**config.mk**
```make
export PLATFORM = sky130hd
export DESIGN_NAME = retire_trace_buffer
export DESIGN_NICKNAME = d
export VERILOG_FILES = /design/src/rtl/trace_pkg.sv /design/src/rtl/trace_store.sv /design/src/rtl/retire_trace_buffer.sv
export SDC_FILE = /design/constraint.sdc
export NUM_CORES = 1
export LEC_CHECK = 0
export ABC_CLOCK_PERIOD_IN_PS = 8100
export BUFFER_PORTS_ARGS = -buffer_cell sky130_fd_sc_hd__buf_2
export CORE_MARGIN = 4
export CORE_UTILIZATION = 55
export DETAILED_ROUTE_END_ITERATION = 7
export PLACE_DENSITY_LB_ADDON = 0.15
export SETUP_SLACK_MARGIN = 0.1
export SYNTH_ARGS = -nofsm -noshare
export SYNTH_HDL_FRONTEND = slang
export SYNTH_SLANG_ARGS = --single-unit
```
**constraint.sdc**
```tcl
create_clock -name clk -period 8.1 [get_ports clk]
set_clock_uncertainty 0.1 [all_clocks]
set_input_delay 0.405 -clock clk [delete_from_list [all_inputs] [get_ports clk]]
set_output_delay 0.405 -clock clk [all_outputs]
set_load 0.02 [all_outputs]
```
**src/rtl/trace_pkg.sv**
```systemverilog
// Shared definitions for the retirement trace buffer: FSM state encoding, capture modes
// and entry-width helper. Entry width grows by TS_W when TRACE_TIMESTAMP_EN is defined.
package trace_pkg;

  typedef enum logic [1:0] {
    ST_IDLE    = 2'd0,
    ST_ARMED   = 2'd1,
    ST_CAPTURE = 2'd2,
    ST_DRAIN   = 2'd3
  } state_t;

  localparam logic MODE_STOP_FULL = 1'b0;
  localparam logic MODE_WRAP      = 1'b1;

`ifdef TRACE_TIMESTAMP_EN
  localparam bit TS_EN = 1'b1;
`else
  localparam bit TS_EN = 1'b0;
`endif

  function automatic int entry_w(input int xlen, input int ts_w);
    return 2 * xlen + (TS_EN ? ts_w : 0);
  endfunction

endpackage

```
**src/rtl/trace_store.sv**
```systemverilog
// DEPTH x W register array: one synchronous write port, one asynchronous read port.
// Contents are not reset; validity is tracked by the owner's pointers and count.
module trace_store #(
  parameter int W     = 64,
  parameter int DEPTH = 16,
  parameter int AW    = $clog2(DEPTH)
) (
  input  logic          clk,
  input  logic          we,
  input  logic [AW-1:0] waddr,
  input  logic [W-1:0]  wdata,
  input  logic [AW-1:0] raddr,
  output logic [W-1:0]  rdata
);

  logic [W-1:0] mem [DEPTH];

  always_ff @(posedge clk) begin
    if (we) mem[waddr] <= wdata;
  end

  assign rdata = mem[raddr];

endmodule

```
**src/rtl/retire_trace_buffer.sv**
```systemverilog
// Captures (pc, data[, ts]) per retired instruction and drains oldest-first over valid/ready.
// Optional per-entry cycle timestamp is enabled with `define TRACE_TIMESTAMP_EN.
module retire_trace_buffer
  import trace_pkg::*;
#(
  parameter int XLEN  = 32,
  parameter int DEPTH = 16,
  parameter int TS_W  = 16
) (
  input  logic                     clk,
  input  logic                     reset_n,
  input  logic                     arm,
  input  logic                     stop,
  input  logic                     mode,
  input  logic                     trig_en,
  input  logic [XLEN-1:0]          trig_pc,
  input  logic                     retire_valid,
  input  logic [XLEN-1:0]          retire_pc,
  input  logic [XLEN-1:0]          retire_data,
  output logic                     rd_valid,
  input  logic                     rd_ready,
  output logic [XLEN-1:0]          rd_pc,
  output logic [XLEN-1:0]          rd_data,
  output logic [TS_W-1:0]          rd_ts,
  output logic [1:0]               state,
  output logic [$clog2(DEPTH):0]   count,
  output logic                     overflow
);

  localparam int AW = $clog2(DEPTH);
  localparam int CW = AW + 1;
  localparam int EW = entry_w(XLEN, TS_W);
  localparam logic [CW-1:0] FULL = CW'(DEPTH);

  state_t          st;
  logic [AW-1:0]   wr_ptr, rd_ptr;
  logic [CW-1:0]   cnt;
  logic            mode_q;
  logic [XLEN-1:0] trig_q;
  logic            ovf;
  logic            full, trig_hit, we;
  logic [EW-1:0]   wr_entry, rd_entry;

  assign full     = (cnt == FULL);
  assign trig_hit = retire_valid && (retire_pc == trig_q);
  // STOP_FULL never writes into a full store; WRAP overwrites the oldest entry instead.
  assign we = (st == ST_CAPTURE && retire_valid && !(mode_q == MODE_STOP_FULL && full))
           || (st == ST_ARMED && trig_hit);

`ifdef TRACE_TIMESTAMP_EN
  logic [TS_W-1:0] ts_q;

  always_ff @(posedge clk) begin
    if (!reset_n) ts_q <= '0;
    else          ts_q <= ts_q + 1'b1;
  end

  assign wr_entry = {retire_pc, retire_data, ts_q};
  assign rd_ts    = rd_valid ? rd_entry[TS_W-1:0] : '0;
`else
  assign wr_entry = {retire_pc, retire_data};
  assign rd_ts    = '0;
`endif

  trace_store #(.W(EW), .DEPTH(DEPTH), .AW(AW)) u_store (
    .clk   (clk),
    .we    (we),
    .waddr (wr_ptr),
    .wdata (wr_entry),
    .raddr (rd_ptr),
    .rdata (rd_entry)
  );

  // Head is forced to zero outside DRAIN so the outputs read 0 out of reset.
  assign rd_valid = (st == ST_DRAIN) && (cnt != '0);
  assign rd_pc    = rd_valid ? rd_entry[EW-1 -: XLEN]      : '0;
  assign rd_data  = rd_valid ? rd_entry[EW-XLEN-1 -: XLEN] : '0;
  assign state    = st;
  assign count    = cnt;
  assign overflow = ovf;

  always_ff @(posedge clk) begin
    if (!reset_n) begin
      st     <= ST_IDLE;
      wr_ptr <= '0;
      rd_ptr <= '0;
      cnt    <= '0;
      ovf    <= 1'b0;
      mode_q <= MODE_STOP_FULL;
      trig_q <= '0;
    end else begin
      case (st)
        ST_IDLE: begin
          if (arm) begin
            mode_q <= mode;
            trig_q <= trig_pc;
            wr_ptr <= '0;
            rd_ptr <= '0;
            cnt    <= '0;
            ovf    <= 1'b0;
            st     <= trig_en ? ST_ARMED : ST_CAPTURE;
          end
        end
        ST_ARMED, ST_CAPTURE: begin
          if (we) begin
            wr_ptr <= wr_ptr + 1'b1;
            if (full) begin
              rd_ptr <= rd_ptr + 1'b1;
              ovf    <= 1'b1;
            end else begin
              cnt <= cnt + 1'b1;
            end
          end
          if (stop)
            st <= ST_DRAIN;
          else if (st == ST_ARMED && trig_hit)
            st <= ST_CAPTURE;
          else if (we && mode_q == MODE_STOP_FULL && cnt == FULL - 1'b1)
            st <= ST_DRAIN;
        end
        ST_DRAIN: begin
          if (cnt == '0) begin
            st <= ST_IDLE;
          end else if (rd_ready) begin
            rd_ptr <= rd_ptr + 1'b1;
            cnt    <= cnt - 1'b1;
          end
        end
        default: st <= ST_IDLE;
      endcase
    end
  end

endmodule

```
# [After elaboration in Yosys (flattened, before gate mapping)]
# Memories as Yosys holds them, arrays and structs flattened. A register that Yosys moved wholly into a read port is not among the register bits.
# Cells that the tools add are included.
[classes] addsub=4 eq_ne=14 n_div=0 n_reduce_logical=21 n_bitwise=1 mux=31 shifts=0 order_cmp=0 mul=0
[ops] cell="$mux W32" n=2
[ops] cell="$eq A32 B32 Y1" n=1
[ops] cell="$mux W4" n=8
[ops] cell="$mux W5" n=5
[ops] cell="$pmux W5 S3" n=1
[ops] cell="$mux W2" n=6
[ops] cell="$ne A2 B2 Y1 const B" n=6
[ops] cell="$pmux W4 S3" n=1
[ops] cell="$reduce_and A5 Y1" n=2
[ops] cell="$add A4 B1 Y4 const B" n=2
[ops] cell="$logic_and A1 B1 Y1" n=8
[ops] cell="$pmux W4 S2" n=1
[ops] cell="$pmux W2 S3" n=1
[ops] cell="$reduce_and A3 Y1" n=2
[ops] cell="$add A5 B1 Y5 const B" n=1
[ops] cell="$eq A5 B4 Y1 const B" n=1
[ops] cell="$eq A5 B5 Y1 const B" n=1
[ops] cell="$logic_not A5 Y1" n=1
[ops] cell="$mux W1" n=5
[ops] cell="$reduce_bool A5 Y1" n=1
[ops] cell="$sub A5 B1 Y5 const B" n=1
[ops] cell="$eq A2 B2 Y1 const B" n=2
[ops] cell="$ne A4 B4 Y1 const B" n=1
[ops] cell="$reduce_and A4 Y1" n=1
[ops] cell="10 further kinds" n=10
[word_totals] n_memories=1 mem_bits_rw=1024 output_inout_bits=89 latchBits=0 elab_cells=79 ff_bits=49 romBits=0 input_bits=104
[memory_table] name="u_store.mem" words=16 width=64 rd=1 rd_clocked_by_memory_dff=1 write_ports=1 line_no="trace_store.sv:16" rtl="logic [W-1:0] mem [DEPTH];"

# [Depth between registers and ports, before layout]
# Gate-level depths: netlist (run 1).
[logic_depth] ltp_word=11 mapped_depth=9 mapped_depth_nobuf=8

# [Cells and area by module]
# From an unflattened synthesis (run 1), not the netlist that was laid out.
[unflattened] hier_cells=2025 hier_area_um2=41634.9
[modules_own_cells] mod="trace_store" area_each_um2=38300.5 cells_each=1583 seq_area_each_um2=30749.5 instances=1
[modules_own_cells] mod="retire_trace_buffer" area_each_um2=3334.4 cells_each=442 seq_area_each_um2=980.9 instances=1

# [Worst setup path after synthesis (run 1)]
# No wires, ideal clock.
[synth_timing] kind="input-to-reg" start="input port retire_pc[28]" end="memory u_store.mem[0][0], enable pin" cell_stages=7 required_ps=7436 path_buffers=1 setup_ps=564 path_slack_ps=1533 arrival_ps=5903 cell_sequence="xnor2_1 nand4_1 nor4_2 and3_1 buf_2 o21ai_0 nor3_1"
[synth_via] elab_chain_cells=6
[synth_rtl] item="from (decl)" line_no="retire_trace_buffer.sv:18" rtl="input logic [XLEN-1:0] retire_pc,"
[synth_rtl] item="$eq A32 B32 Y1" line_no="retire_trace_buffer.sv:45" rtl="assign trig_hit = retire_valid && (retire_pc == trig_q);"
[synth_rtl] item="$logic_and A1 B1 Y1" line_no="retire_trace_buffer.sv:45"
[synth_rtl] item="$logic_and A1 B1 Y1" line_no="retire_trace_buffer.sv:48" rtl="|| (st == ST_ARMED && trig_hit);"
[synth_rtl] item="$logic_or A1 B1 Y1" line_no="retire_trace_buffer.sv:48"
[synth_rtl] item="$mux W1" line_no="trace_store.sv:19" rtl="if (we) mem[waddr] <= wdata;"
[synth_rtl] item="$mux W1 (implied by the code)" line_no="trace_store.sv:19"
[synth_rtl] item="to (decl)" line_no="trace_store.sv:16"
# Every way passes these cells.

==> key figures, run 1 <==
Power and ir drop
  – Static leakage: ~15 nW
  – Worst vdd ir: between 0.2 and 0.25 mV
  – P per Cell Area: around 280 nW/µm²

Place
  – Placed cell areas: ~44,000 µm²
  – Setup WS pre-CTS: around 3.4 ns
  – I/O Buffers: 176
  – DP HPWL: approximately 48 mm
  – Gpl congestion: 0.839

Detailed routing
  – DR iter-0 viols: 2,140
  – Vias per cell: about 6.2
  – DR WL/cell: approximately 29 µm
  – Routed Antenna Nets: 0
  – # DRC: 0
  – Via Count: roughly 20,000
  – Final WL: between 90 and 100 mm
  – Drt pass-1 iters: 5

Synth
  – EDFF count, synth: slightly above 1,000
  – Post-synth cell types: 47
  – Cells after synthesis: 1,882
  – Post-Synth Simple-Gate Area: 2.78%
  – Largest family of logic cells by synthesized area: multiplexers
  – Synth top area cells: edfxtp_1 (73%), mux4_2 (17%), dfxtp_1 (2.5%)
  – Synthesis warning total: 0
  – Synth area leader: edfxtp_1
  – Post-Synth XOR/XNOR Area: 0.751%
  – Area share of the largest cell type after synthesis: about three quarters
  – FF+latch count, synth: between 1,000 and 1,500
  – Synth Area in Adders: less than 1%
  – Syn Area/Cell: between 20 and 25 µm²
  – Async S/R FF share, synth: 0%
  – Sequential cell area fraction in the yosys report: ~76%
  – Mux contribution to synthesized area: between 10% and 20%
  – Synth Area in Compound Gates: approximately 1.2%
  – Top FF cell, synth: edfxtp_1
  – Mapped cell area: approximately 42,000 µm²

GRT
  – Met2 usage: approximately 37%
  – Largest net degree at the start of global routing: 138
  – Vias in the first global route: approximately 21,000
  – Global route overflow: 0
  – First-pass GRT wire length: approximately 140 mm
  – Initial antenna violation count: 6
  – Total GRT Usage: between 20 and 25%
  – Met1 GRT Util: roughly 34%
  – GRT busiest layer: met2
  – Met3 usage: 3.60%

Cells and area
  – FF/Latch Area: around 32,000 µm²
  – Layout area overhead: 14.1%
  – Ratio of cells with drive above 1 in the final layout: a little under a third
  – Commonest cells after routing, fill and taps aside: edfxtp_1 (1,024), mux4_2 (320), buf_2 (176)
  – Final instance area: approximately 48,000 µm²
  – Nets: roughly 2,300
  – Commonest non-fill, non-tap cell in the layout: edfxtp_1
  – Fillers: about 5,000
  – Multi-input combinational cell area: 9600 µm²

CTS
  – # clock sinks: roughly 1,100
  – CTS root buf: clkbuf_16
  – H-tree depth: 3
  – Worst-case clock buffer depth: 3
  – Num CTS Buffers: 105
  – Post-CTS setup buffers: 0
  – CTS tree: built
  – Cts repair resizes: 0
  – Clk_lat worst skew: between 0.6 and 0.7 ns
  – Cts hold-fix bufs: between 40 and 50
  – Clk slew on worst S/H paths: 0.06 ns

Die
  – Die H: approximately 280 µm
  – Die area: roughly 80,000 µm²
  – Die W: 284 µm
  – IO Pins: about 190
  – Core Region: 75,800 µm²
  – # rows: 101
  – Initial core utilization: ~55%

Worst setup path
  – Crit path launch type: flip-flop
  – CP arrival: ~3.9 ns
  – CP Class: reg -> out
  – Required time worst endpoint: between 7 and 8 ns
  – CP max FO: ~140
  – Crit end category: output port

Timing
  – Hold Fails Final Rpt: 0
  – Slew Viols, Final: 0
  – Rel. slew slack: under 10%
  – Fin Setup TNS: 0 ns
  – Worst-Margin Slew: approximately 1.4 ns
  – Final worst slack: roughly 3.7 ns
  – # setup viols final: 0
  – RSZ-0062 raised after global routing: false
  – Period minus WS final: 4.44 ns
  – Final period util: between 50% and 60%
  – Fmax: approximately 0.23 GHz

Hold path
  – HP Class: in -> reg

Status
  – Status: complete, no violations

Job
  – # Max-Cap Violations: 0
-- final timing paths --
| check | startpoint | endpoint | slack (ns) | cells after the start |
|---|---|---|---|---|
| max | flip-flop | rd_pc[17] | 3.66 | 5 |
| min | retire_pc[18] | u_store.mem[11][50]$_DFFE_PP_ | 0.03 | 1 |
| max reg2reg | trig_q[3]$_SDFFE_PN0P_ | u_store.mem[9][14]$_DFFE_PP_ | 3.80 | 7 |
| min reg2reg | trig_q[1]$_SDFFE_PN0P_ | trig_q[1]$_SDFFE_PN0P_ | 0.37 | 2 |
-- registers in the layout (all words and copies together) (netlist names), named ones only --
name and flops:
count 5, mode_q 1, overflow 1, rd_ptr 4, state 2, trig_q 32
u_store.mem 1024, wr_ptr 4
-- per-layer routing --
metal,vias to the layer above,routed length [µm]
met5,-,0
met4,0,1770
met3,123,5870
met2,760,45600
met1,10700,38900
li1,8354,-
-- power by group --
group	switching [mW]	total (mW)	internal, mW
combinational	0.990	1.99	1.00
clock	2.04	4.97	2.94
sequential	0.106	6.31	6.20
-- worst max-delay path, cell delays in order, from the launching register on --
cell and delay [ns]:
dfxtp_4 1.10, buf_12 0.67, mux4_2 0.41, mux4_2 0.48
and2_1 0.27, buf_2 0.20
-- logic make-up (layout without fill, tap and decap cells) --
family	count (synthesis)	in the layout
muxes	327	327
adders and majority gates	14	14
DFF	1077	1077
and+or+nand+nor	229	229
xor gates and xnor gates	36	36
AOI/OAI and AO/OA	76	76
other	1	17
buffers and inverters	122	461
-- Yosys cell counts (all sizes together), types with 3 or more instances --
master / n
a21oi: 27
a21o: 3
nand4: 16
buf: 59
nor3: 7
nand2: 89
mux2i: 7
o21a: 3
mux4: 320
o21ai: 9
a21boi: 15
and2: 67
nor4: 3
dfxtp: 53
or3: 4
xnor2: 35
a31oi: 4
o211ai: 3
clkbuf: 53
inv: 10
nand3: 6
ha: 13
o31ai: 4
nor2: 22
edfxtp: 1024
nand2b: 7
-- per-stage QoR --
step                      hold WS, ns  power (mW)  utilization (%)  cells
final                          0.0332        13.3             63.1   3215
after global routing           0.0140        13.8             63.1   3215
after CTS                    0.000787        13.4             63.1   3214
after detailed placement        0.356        8.44             57.8   2968
after global placement          0.357        8.42             57.8   2968
after floorplan                 0.349        8.03                -   1897
-- final cells by class --
| cell class | count | share of cell area [%] |
|---|---|---|
| inverter | 10 | 0.0784 |
| clock inverter | 66 | 1.45 |
| antenna | 1 | 0.00523 |
| sequential | 1077 | 66.5 |
| timing repair buffer | 252 | 3.38 |
| multi-input combinational | 698 | 20.0 |
| clock buffer | 133 | 6.01 |
| tap | 978 | 2.56 |
Power figures use the tool's default switching activity.
==> run 2, diff against run 1 <==
--- a/config.mk
+++ b/config.mk
@@ -5,7 +5,7 @@
 export SDC_FILE = /design/constraint.sdc
 export NUM_CORES = 1
 export LEC_CHECK = 0
-export ABC_CLOCK_PERIOD_IN_PS = 8100
+export ABC_CLOCK_PERIOD_IN_PS = 3600
 export BUFFER_PORTS_ARGS = -buffer_cell sky130_fd_sc_hd__buf_2
 export CORE_MARGIN = 4
 export CORE_UTILIZATION = 55
==> constraint.sdc (replaced) <==
create_clock -name clk -period 3.6 [get_ports clk]
set_clock_uncertainty 0.1 [all_clocks]
set_input_delay 0.18 -clock clk [delete_from_list [all_inputs] [get_ports clk]]
set_output_delay 0.18 -clock clk [all_outputs]
set_load 0.02 [all_outputs]
==> key figures, run 2 (synthesis gave the netlist of run 1 again) <==
Status
  – Status: complete, no violations (unchanged)

GRT
  – GRT busiest layer: met2 (unchanged)
  – Total GRT Usage: 23.6% (was 23.1%)
  – Met2 usage: 38.3% (was 37.5%)
  – Vias in the first global route: 21,500 (was 20,800)
  – Global route overflow: 0 (unchanged)
  – First-pass GRT wire length: 142 mm (was 138 mm)
  – Initial antenna violation count: 0 (was 6)
  – Met3 usage: 3.99% (was 3.60%)
  – Met1 GRT Util: 34.8% (was 34.0%)
  – Largest net degree at the start of global routing: 66 (was 138)

Worst setup path
  – CP arrival: 3.49 ns (was 3.94 ns)
  – CP Depth: 9 (was 5)
  – CP max FO: 28 (was 137)
  – Critical Path, Cell by Cell: dlygate4sd3_1 -> buf_2 -> xnor2_1 -> nand4_1 -> nor4_2 -> and3_1 -> o21ai_0 -> nor2_4 -> buf_12 (was buf_12 -> mux4_2 -> mux4_2 -> and2_1 -> buf_2)
  – Top cell family by delay on the critical path: simple AND/OR/NAND/NOR gates (was flip-flops)
  – Crit path largest cell delay: 0.54 ns (was 1.10 ns)
  – Reg-to-Reg Start: trig_q[28]$_SDFFE_PN0P_ (was trig_q[3]$_SDFFE_PN0P_)
  – Crit path launch type: input port (was flip-flop)
  – Crit end category: flip-flop (was output port)
  – Slowest cell on the critical path: dlygate4sd3_1 (was dfxtp_4)
  – CP bufs+invs: 3 (was 2)
  – Required time worst endpoint: 3.83 ns (was 7.60 ns)
  – R2R Setup Slk: 0.36 ns (was 3.80 ns)
  – CP Class: in -> reg (was reg -> out)
  – Reg2Reg Depth: 7 (unchanged)
  – Reg2reg end: u_store.mem[10][5]$_DFFE_PP_ (was u_store.mem[9][14]$_DFFE_PP_)

Timing
  – Period minus WS final: 3.27 ns
  – Final period util: roughly nine tenths
  – Hold Fails Final Rpt: 0 (unchanged)
  – Fin Hold WS: 0.0936 ns (was 0.0332 ns)
  – Rel. slew slack: 19.9% (was 7.61%)
  – Fin Setup TNS: 0 ns (unchanged)
  – Slew Viols, Final: 0 (unchanged)
  – Fmax: 0.306 GHz
  – # setup viols final: 0 (unchanged)
  – RSZ-0062 raised after global routing: false (unchanged)
  – Worst-Margin Slew: 1.19 ns (was 1.38 ns)

Detailed routing
  – Drt pass-1 iters: 5 (unchanged)
  – DR WL/cell: 28.2 µm (was 28.6 µm)
  – Vias per cell: 6.15 (was 6.19)
  – Routed Antenna Nets: 0 (unchanged)
  – DR iter-0 viols: 2,365 (was 2,140)
  – Via Count: 20,600 (was 19,900)
  – # DRC: 0 (unchanged)
  – Final WL: 94.2 mm (was 92.1 mm)

Cells and area
  – Number of flip-flops in the largest register: 1,024 (unchanged)
  – Ratio of cells with drive above 1 in the final layout: 32.5% (was 31.4%)
  – Nets: 2,390 (was 2,262)
  – Fin cells: 3,342 (was 3,215)
  – Commonest cells after routing, fill and taps aside: edfxtp_1 (1,024), mux4_2 (320), buf_2 (176) (unchanged)
  – Biggest register: u_store.mem (unchanged)
  – Final core utilization: 65.3% (was 63.1%)
  – Layout area overhead: 17.9% (was 14.1%)
  – Fillers: 4,943 (was 5,067)
  – Commonest non-fill, non-tap cell in the layout: edfxtp_1 (unchanged)
  – Diodes inserted: 0 (was 1)

Die
  – IO Pins: 193 (unchanged)
  – Die area: 80,800 µm² (unchanged)
  – Die W: 284 µm (unchanged)
  – Core Region: 75,800 µm² (unchanged)
  – Die H: 284 µm (unchanged)
  – Initial core utilization: 55.4% (unchanged)
  – # rows: 101 (unchanged)

Job
  – # Max-Cap Violations: 0 (unchanged)

Place
  – Gpl congestion: 0.867 (was 0.839)
  – Placed Cells: 3,012 (was 2,968)
  – I/O Buffers: 176 (unchanged)
  – DP HPWL: 50.2 mm (was 47.9 mm)

CTS
  – # clock sinks: 1,077 (unchanged)
  – Clk_lat worst skew: 0.66 ns (was 0.67 ns)
  – Worst-case clock buffer depth: 3 (unchanged)
  – Clk slew on worst S/H paths: 0.06 ns (about the same)
  – CTS root buf: clkbuf_16 (unchanged)
  – Num CTS Buffers: 108 (was 105)
  – H-tree depth: 3 (unchanged)
  – CTS tree: built (unchanged)

Hold path
  – Min-delay src: stop (was retire_pc[18])
  – HP Class: in -> reg (unchanged)
  – Hold EP: state[1]$_SDFFE_PN0P_ (was u_store.mem[11][50]$_DFFE_PP_)
  – Worst hold path depth: 5 (was 1)

Power and ir drop
  – P per Cell Area: 615 nW/µm² (was 277 nW/µm²)
  – Static leakage: 15.8 nW (was 15.1 nW)
  – Worst vdd ir: 0.374 mV (was 0.215 mV)
  – Pwr Total: 30.4 mW (was 13.3 mW)
-- run 2: cell types whose count changed in the layout (fill, tap and decap cells not counted), sizes merged --
cell and change:
clkinvlp -4, clkbuf -4, diode -1, bufinv +3, clkinv +9, dlygate4sd3 +71, inv -1, buf +54
-- run 2: how the worst max path moves through the flow --
stage	from	endpoint	slack, ns
3_5_place_dp	retire_pc[28]	u_store.mem[10][6]$_DFFE_PP_	0.31
3_3_place_gp	retire_pc[28]	u_store.mem[10][21]$_DFFE_PP_	0.39
5_1_grt	flip-flop	rd_pc[9]	0.20
4_1_cts	flip-flop	rd_pc[28]	0.10
2_1_floorplan	trig_q[21]$_SDFFE_PN0P_	u_store.mem[13][0]$_DFFE_PP_	-0.19
6_report	retire_pc[28]	u_store.mem[10][5]$_DFFE_PP_	0.33
-- run 2: layout make-up --
| type | instances | area, µm² | area share (%) |
|---|---|---|---|
| clock buffer | 129 | 2860 | 5.77 |
| clock inverter | 73 | 752 | 1.52 |
| inverter | 10 | 37.5 | 0.0758 |
| multi-input combinational | 698 | 9650 | 19.5 |
| sequential | 1077 | 31800 | 64.3 |
| tap | 978 | 1220 | 2.47 |
| timing repair buffer | 377 | 3150 | 6.37 |
-- run 2: repair_timing --
item / in CTS / in global routing
hold buffers: 118 / 0
endpoints found under the hold margin: 1067 / 0
setup buffers: 0 / 10
resized for setup: 1 / 2
endpoints found under the setup margin: 3 / 20
-- run 2: metrics by stage --
stage / setup slack, ns / area (µm²)
final: 0.333 / 49500
after global routing: 0.199 / 49500
after CTS: 0.101 / 49400
after detailed placement: 0.308 / 44600
after global placement: 0.388 / 44600
after floorplan: -0.191 / 42100
-- run 2: power breakdown --
group	internal, mW	switching [mW]	total [mW]
logic	2.59	2.40	4.98
registers	14.0	0.156	14.1
clock network	6.78	4.54	11.3
total	23.3	7.10	30.4
-- run 2: layer usage --
layer / share of wire [%] / vias up
met2: 50 / 813
met3: 6.8 / 126
met1: 42 / 11000
li1: - / 8624
met5: 0 / -
met4: 1.6 / 0
-- run 2: worst register-to-register path: cells and delay by family, from the launching register on --
kind	cells	cell delay [ns]
xor+xnor	1	0.35
buf+inv	1	0.32
flops	1	0.32
compound gates	1	0.39
simple gates	4	1.42
